File: src/rtl/md_issue_ctrl.sv
// E-stage issue/hazard controller for the HI/LO multiply/divide unit.
// Decodes md-class ops, stalls D while the unit is busy, and registers mfhi/mflo into M.
module md_issue_ctrl #(
  parameter int TIMEOUT = 16
) (
  input  logic        CLK,
  input  logic        RESET,
  input  logic        E_VALID,
  input  logic [2:0]  E_FUNC,
  input  logic [31:0] E_RS,
  input  logic [31:0] E_RT,
  input  logic        D_MD,
  input  logic        MD_BUSY,
  input  logic [31:0] MD_HI,
  input  logic [31:0] MD_LO,
  output logic        MD_START,
  output logic [1:0]  MD_OP,
  output logic        MD_WE_HI,
  output logic        MD_WE_LO,
  output logic [31:0] MD_D1,
  output logic [31:0] MD_D2,
  output logic        STALL,
  output logic [31:0] MF_RESULT_M,
  output logic        MF_VALID_M,
  output logic [31:0] STALL_CNT,
  output logic        ERR
);

  typedef enum logic {S_IDLE, S_RUN} state_e;

  localparam logic [4:0] RC_LAST = 5'(TIMEOUT - 1);

  state_e      state_q, state_d;
  logic [4:0]  rc_q, rc_d;
  logic [31:0] mf_result_q, mf_result_d;
  logic        mf_valid_q, mf_valid_d;
  logic [31:0] stall_cnt_q, stall_cnt_d;
  logic        err_q, err_d;
  logic        issue, mf_sel;

  assign MD_OP       = E_FUNC[1:0];
  assign MD_D1       = E_RS;
  assign MD_D2       = E_RT;
  assign MF_RESULT_M = mf_result_q;
  assign MF_VALID_M  = mf_valid_q;
  assign STALL_CNT   = stall_cnt_q;
  assign ERR         = err_q;

  always_comb begin
    issue    = E_VALID & (state_q == S_IDLE);
    MD_START = issue & ~E_FUNC[2];
    MD_WE_HI = issue & (E_FUNC == 3'd4);
    MD_WE_LO = issue & (E_FUNC == 3'd5);
    mf_sel   = issue & (E_FUNC[2:1] == 2'b11);
    STALL    = D_MD & (MD_START | (state_q == S_RUN));

    state_d     = state_q;
    rc_d        = rc_q;
    err_d       = err_q;
    mf_valid_d  = mf_sel;
    mf_result_d = mf_sel ? (E_FUNC[0] ? MD_LO : MD_HI) : mf_result_q;
    stall_cnt_d = (STALL && (stall_cnt_q != 32'hFFFF_FFFF)) ? stall_cnt_q + 32'd1 : stall_cnt_q;

    case (state_q)
      S_IDLE: begin
        if (MD_START) begin
          state_d = S_RUN;
          rc_d    = 5'd0;
        end
      end
      S_RUN: begin
        rc_d = rc_q + 5'd1;
        // An E-stage md op while RUN slipped past the stall: flag it, keep waiting on the unit.
        if (E_VALID) err_d = 1'b1;
        if (!MD_BUSY) begin
          state_d = S_IDLE;
          if (rc_q == 5'd0) err_d = 1'b1;
        end else if (rc_q == RC_LAST) begin
          state_d = S_IDLE;
          err_d   = 1'b1;
        end
      end
      default: state_d = S_IDLE;
    endcase
  end

  always_ff @(posedge CLK) begin
    if (RESET) begin
      state_q     <= S_IDLE;
      rc_q        <= 5'd0;
      mf_result_q <= 32'd0;
      mf_valid_q  <= 1'b0;
      stall_cnt_q <= 32'd0;
      err_q       <= 1'b0;
    end else begin
      state_q     <= state_d;
      rc_q        <= rc_d;
      mf_result_q <= mf_result_d;
      mf_valid_q  <= mf_valid_d;
      stall_cnt_q <= stall_cnt_d;
      err_q       <= err_d;
    end
  end

endmodule

File: config.mk
export PLATFORM = sky130hd
export DESIGN_NAME = md_issue_ctrl
export DESIGN_NICKNAME = d
export VERILOG_FILES = /design/src/rtl/md_issue_ctrl.sv
export SDC_FILE = /design/constraint.sdc
export NUM_CORES = 1
export LEC_CHECK = 0
export ABC_AREA = 0
export CORE_AREA = 2 2 104 106
export DETAILED_ROUTE_END_ITERATION = 8
export DIE_AREA = 0 0 106 108
export PLACE_DENSITY = 0.87
export SLEW_MARGIN = 20
export SYNTH_ARGS = -nofsm -noshare
export SYNTH_HDL_FRONTEND = slang
export SYNTH_SLANG_ARGS = --single-unit
File: constraint.sdc
create_clock -name CLK -period 3.1 [get_ports CLK]
set_input_delay 0.62 -clock CLK [delete_from_list [all_inputs] [get_ports CLK]]
set_output_delay 0.62 -clock CLK [all_outputs]
set_load 0.05 [all_outputs]
==> impl_metrics.csv, run 1 <==
group,metric,value,unit
worst_setup_path,critical_path_class,"input port to output port",
final_layout,drive_above_1_share,0.0740,
sta,worst-slew-pin-transition,953,ps
power,clkPwrFrac,0.356,
place,dp_cells,647,
routing,routed_wirelength,10.3,mm
floorplan,boundaryPins,272,
final_layout,n_antenna_cell,0,
final_layout,layout_common_cells,"clkdlybuf4s50_1, dfxtp_1, nor2_1",
floorplan,die_w,106,um
place,place.gp.congestion,0.817,
place,dp_worst_setup_slack,329,ps
cts,post-cts-setup-buffer-count,0,
cts,cts-resized-gates,0,
worst_setup_path,worst_setup_path_end_kind,"output port",
final_layout,syn_to_final_growth,31.6,%
floorplan,dieArea,11400,um2
global_routing,grt_pass1_vias,3355,
final_layout,mostFrequentLayoutCell,"clkdlybuf4s50_1",
final_layout,finalNetCount,662,
synth,synth-seq-area-share,0.365,
power,swShare,0.284,
place,dpl.hpwl,7.90,mm
routing,wl_per_cell,15.5,um
global_routing,gr-total-overflow,0,
cts,clock_latency,350,ps
floorplan,die_height,108,um
place,placed_area,5010,um2
power,pwr-share-comb,0.179,
power,seq_power_share,0.465,
sta,rsz0062_at_grt,"no",
sta,fin_skew,17.0,ps
hold_path,hold_class,"flop to flop",
cts,cts_htree_levels,3,
worst_setup_path,setup.worst_path.start_class,"input port",
sta,final-hold-violation-count,0,
power,power.internal,0.00149,W
global_routing,grt_usage,0.179,
cts,cts_buffers,9,
place,io_buffers,143,
global_routing,antenna_found_initial,1,
sta,fmax,377,MHz
synth,synth.avg_cell_area,8.65,um2
run,drv_cap,0,
power,switchingPower,0.000592,W
routing,viasPerCell,5.29,
global_routing,grt_max_degree,66,
routing,first_iter_violations,86,
cts,ctsLongestPathBuffers,2,
synth,synth_edf_count,0,
sta,period_needed,2650,ps
sta,slew_headroom,0.364,
cts,clk_pin_slew,80,ps
routing,vias,3505,
floorplan,start_util,0.386,
sta,fin_ws,449,ps
worst_setup_path,required,2480,ps
synth,syn-instance-count,457,
final_layout,design_area,5200,um2
worst_setup_path,rr_worst_depth,5,
sta,fin_crit_sh,0.855,
synth,syn_area,3950,um2
power,p_leak,1.82,nW
synth,async_reset_ff_frac,0,
sta,slew_viol_final,0,
synth,ys_ff_latch,72,
sta,tns,0,ps
routing,drcViolationCount,0,
cts,cts_num_sinks,72,
synth,yosysWarnings,0,
worst_setup_path,path_max_fanout,10,
floorplan,core.rowCount,37,
cts,cts_tree,"done",
synth,syn_nets,597,
sta,setup_viol,0,
global_routing,grt_pass1_wl,16.4,mm
synth,yosys_most_used_dff,"dfxtp_1",
hold_path,hold_depth,2,
outcome,status,"finished clean",
cts,cts-hold-fix-buffers,0,
power,max-vdd-ir-drop,0.206,mV
routing,first_pass_iters,5,
power,power_density,401,nW/um2
cts,root_buffer,"clkbuf_8",
worst_setup_path,crit_arrival,2030,ps
synth,synth_cell_types,47,
final_layout,fin_cells,663,
floorplan,core_region_area,10200,um2
routing,postRouteAntennaNets,0,
## worst max-delay path, stage by stage
cell and delay (ps):
clkdlybuf4s50_1 430, nor2b_1 140, buf_4 160, o21ai_2 350, inv_1 150, buf_12 180
## final timing paths
kind                  startpoint              to  slack (ps)
hold reg to reg   MF_RESULT_M[3]  MF_RESULT_M[3]         500
setup reg to reg   STALL_CNT[12]   STALL_CNT[29]         860
setup / recovery         E_VALID           STALL         450
hold / removal    MF_RESULT_M[3]  MF_RESULT_M[3]         500
## power groups by stage
stage	Sequential, W	Combinational, W	Clock (W)
floorplan	0.00107	0.000348	0
global placement	0.000989	0.000369	0
detailed placement	0.000991	0.000376	0
CTS	0.000969	0.000376	0.000764
global route	0.000973	0.000397	0.000807
finish	0.000969	0.000373	0.000743
## Yosys cell counts (2+ instances only)
cell	instances	area [um2]
dfxtp_1	72	1440
buf_4	66	495
nor2_1	52	195
a211oi_1	35	263
mux2i_1	32	320
a21oi_1	24	120
clkbuf_1	21	78.8
nand2_1	16	60.1
nand3_1	12	60.1
xnor2_1	11	96.3
inv_1	9	33.8
or3_1	9	56.3
or4_1	9	67.6
nand4_1	8	50.1
o21ai_0	8	40.0
o31ai_1	8	60.1
and4_1	7	61.3
nor4_1	6	37.5
and3_1	5	31.3
buf_1	4	15.0
ha_1	4	50.1
nand2b_1	4	25.0
nor2b_1	4	25.0
a2111oi_0	3	26.3
a31oi_1	3	18.8
buf_6	2	22.5
nor3_1	2	10.0
nor3b_1	2	15.0
## area by class of cell
type	instances	area, um2
clock buffers	9	124
flip-flops and latches	72	1440
multi-input cells	282	1880
repair buffers	148	1480
clock inverters	7	70.1
inverters	9	33.8
fillers	950	5030
well taps	136	170
## sequential cells by signal, indices dropped and copies added, names as in the netlist
| name | count |
|---|---|
| MF_VALID_M | 1 |
| state_q | 1 |
| STALL_CNT | 32 |
| rc_q | 5 |
| ERR | 1 |
| MF_RESULT_M | 32 |
## routing by layer
metal / global-route usage / part of all wire / vias to the layer above / routed length, um
met3: 0.0609 / 0.080 / 39 / 825
met5: 0 / 0.00068 / - / 7
met1: 0.193 / 0.38 / 1602 / 3910
met2: 0.325 / 0.51 / 157 / 5260
li1: - / - / 1705 / -
met4: 0.0658 / 0.026 / 2 / 267
## per-stage QoR
step	hold WS (ps)	power [W]	utilization
floorplan	455	0.00142	-
global placement	457	0.00136	0.490
detailed placement	490	0.00137	0.490
CTS	502	0.00211	0.508
global route	519	0.00218	0.508
finish	499	0.00209	0.508
## cell families after synthesis
logic type / synth area share
buffers and inverters: 0.165
AND/OR/NAND/NOR: 0.192
adder cells (fa/ha/maj): 0.0127
AO/OA/AOI/OAI: 0.155
XOR/XNOR: 0.0266
flip-flops: 0.365
multiplexers: 0.0848
(Power assumes the default switching activity.)
==> run 2: changes to the inputs <==
--- a/config.mk
+++ b/config.mk
@@ -6,10 +6,10 @@
 export NUM_CORES = 1
 export LEC_CHECK = 0
 export ABC_AREA = 0
-export CORE_AREA = 2 2 104 106
+export CORE_UTILIZATION = 30
 export DETAILED_ROUTE_END_ITERATION = 8
-export DIE_AREA = 0 0 106 108
-export PLACE_DENSITY = 0.87
+export GPL_ROUTABILITY_DRIVEN = 1
+export PLACE_DENSITY = 0.71
 export SLEW_MARGIN = 20
 export SYNTH_ARGS = -nofsm -noshare
 export SYNTH_HDL_FRONTEND = slang
==> impl_metrics.csv, run 2 (same netlist as run 1, synthesis figures left out) <==
group,metric,value,unit
outcome,status,"finished clean",
place,dpl.hpwl,7.49,mm
final_layout,drive_above_1_share,0.0720,
global_routing,grt_pass1_vias,3203,
global_routing,antenna_found_initial,0,
cts,clock_latency,340,ps
cts,cts_buffers,9,
worst_setup_path,critical_path_class,"input port to output port",
routing,first_iter_violations,139,
power,totalPowerFinal,0.00240,W
worst_setup_path,max_stage_delay,830,ps
sta,fin_crit_sh,0.843,
place,io_buffers,143,
sta,worst-slew-pin-transition,1050,ps
final_layout,layout_common_cells,"clkdlybuf4s50_1, dfxtp_1, nor2_1",
sta,tns,0,ps
power,p_leak,1.87,nW
worst_setup_path,reg2reg_to,"STALL_CNT[29]",
cts,cts-hold-fix-buffers,0,
worst_setup_path,reg2reg_from,"STALL_CNT[0]",
routing,viasPerCell,4.90,
cts,clk_pin_slew,50,ps
hold_path,hold_class,"flop to flop",
cts,cts_htree_levels,3,
power,clkPwrFrac,0.440,
worst_setup_path,crit_top_cell,"clkdlybuf4s50_1",
power,pwr-share-comb,0.157,
cts,cts_num_sinks,72,
global_routing,grt_pass1_wl,15.8,mm
final_layout,finalNetCount,663,
power,power.internal,0.00177,W
global_routing,grt_usage,0.152,
power,max-vdd-ir-drop,0.192,mV
worst_setup_path,reg2reg_slack,880,ps
run,drv_cap,0,
final_layout,mostFrequentLayoutCell,"clkdlybuf4s50_1",
worst_setup_path,crit_path_top_delay_cell,"clkdlybuf4s50_1",
worst_setup_path,setup.worst_path.start_class,"input port",
routing,postRouteAntennaNets,0,
worst_setup_path,critPathLaunch,"E_FUNC[1]",
sta,slew_headroom,0.297,
sta,setup_viol,0,
routing,routed_wirelength,10.0,mm
final_layout,design_area,5370,um2
sta,fin_skew,7.96,ps
final_layout,n_antenna_cell,0,
floorplan,boundaryPins,272,
routing,vias,3432,
power,switchingPower,0.000631,W
floorplan,die_height,117,um
sta,period_needed,2610,ps
place,placed_area,5070,um2
cts,post-cts-setup-buffer-count,0,
worst_setup_path,crit_buf_inv,2,
routing,drcViolationCount,0,
sta,hold_ws,485,ps
floorplan,start_util,0.311,
sta,rsz0062_at_grt,"no",
floorplan,dieArea,13600,um2
floorplan,core.rowCount,41,
cts,ctsLongestPathBuffers,2,
worst_setup_path,worst_setup_path_end_kind,"output port",
place,place.gp.congestion,0.782,
routing,wl_per_cell,14.3,um
cts,root_buffer,"clkbuf_16",
power,swShare,0.263,
power,seq_power_share,0.403,
worst_setup_path,cp-endpoint,"MD_OP[1]",
routing,first_pass_iters,4,
worst_setup_path,path_max_fanout,4,
sta,slew_viol_final,0,
floorplan,core_region_area,12700,um2
sta,fmax,383,MHz
sta,final-hold-violation-count,0,
floorplan,die_w,117,um
cts,cts-resized-gates,0,
global_routing,gr-total-overflow,0,
power,power_density,447,nW/um2
worst_setup_path,crit_arrival,1990,ps
worst_setup_path,critical_path_depth,2,
worst_setup_path,required,2480,ps
worst_setup_path,crit_chain,"clkdlybuf4s50_1, clkdlybuf4s50_1",
global_routing,grt_max_degree,66,
worst_setup_path,cp_top_family,"buffers and inverters",
worst_setup_path,rr_worst_depth,6,
cts,cts_tree,"done",
final_layout,syn_to_final_growth,35.9,%
[run 2: cell count changes in the layout (fill, tap and decap cells not counted), sizes merged]
cell      before  now
clkbuf         9   12
clkinv         4    1
buf           12   13
clkinvlp       1    2
inv           10    9
[run 2: how the worst min path moves through the flow]
stage	start	endpoint	slack (ps)	cells past startpoint
global route	MF_RESULT_M[26]	MF_RESULT_M[26]	520	2
finish	ERR	ERR	490	2
detailed placement	ERR	ERR	470	2
global placement	ERR	ERR	450	2
CTS	ERR	ERR	480	2
floorplan	rc_q[3]	rc_q[3]	460	2
[run 2: metrics by stage]
| step | setup slack (ps) | utilization | cells |
|---|---|---|---|
| after floorplan | 141 | - | 457 |
| final | 488 | 0.422 | 700 |
| after CTS | 482 | 0.422 | 700 |
| after detailed placement | 301 | 0.399 | 684 |
| after global placement | 321 | 0.399 | 684 |
| after global routing | 447 | 0.422 | 700 |
[run 2: power by group through the flow]
stage	clock network, W	logic, W	registers [W]
final	0.00106	0.000378	0.000968
after global routing	0.00112	0.000403	0.000971
after CTS	0.00109	0.000382	0.000968
after detailed placement	0	0.000381	0.000989
after global placement	0	0.000376	0.000988
after floorplan	0	0.000348	0.00107
[run 2: cell type report]
cell class / instances / area [um2]
Fill cell: 1260 / 7350
Multi-Input combinational cell: 282 / 1880
Clock buffer: 12 / 246
Timing Repair Buffer: 149 / 1500
Sequential cell: 72 / 1440
Inverter: 9 / 33.8
Tap cell: 172 / 215
Clock inverter: 4 / 53.8
[run 2: worst reg2reg max path, stage by stage (launching register included)]
cell	delay, ps
dfxtp_1	350
ha_1	240
and3_1	230
and3_2	220
a31o_4	330
or3_1	430
mux2_4	300
[run 2: routing by layer]
layer  routed length [um]  track usage  vias to the layer above
met3                  657       0.0391                       37
met5                    0            0                        -
met1                 4060        0.171                     1560
met4                  288       0.0911                        0
met2                 5010        0.258                      123
li1                     -            -                     1712
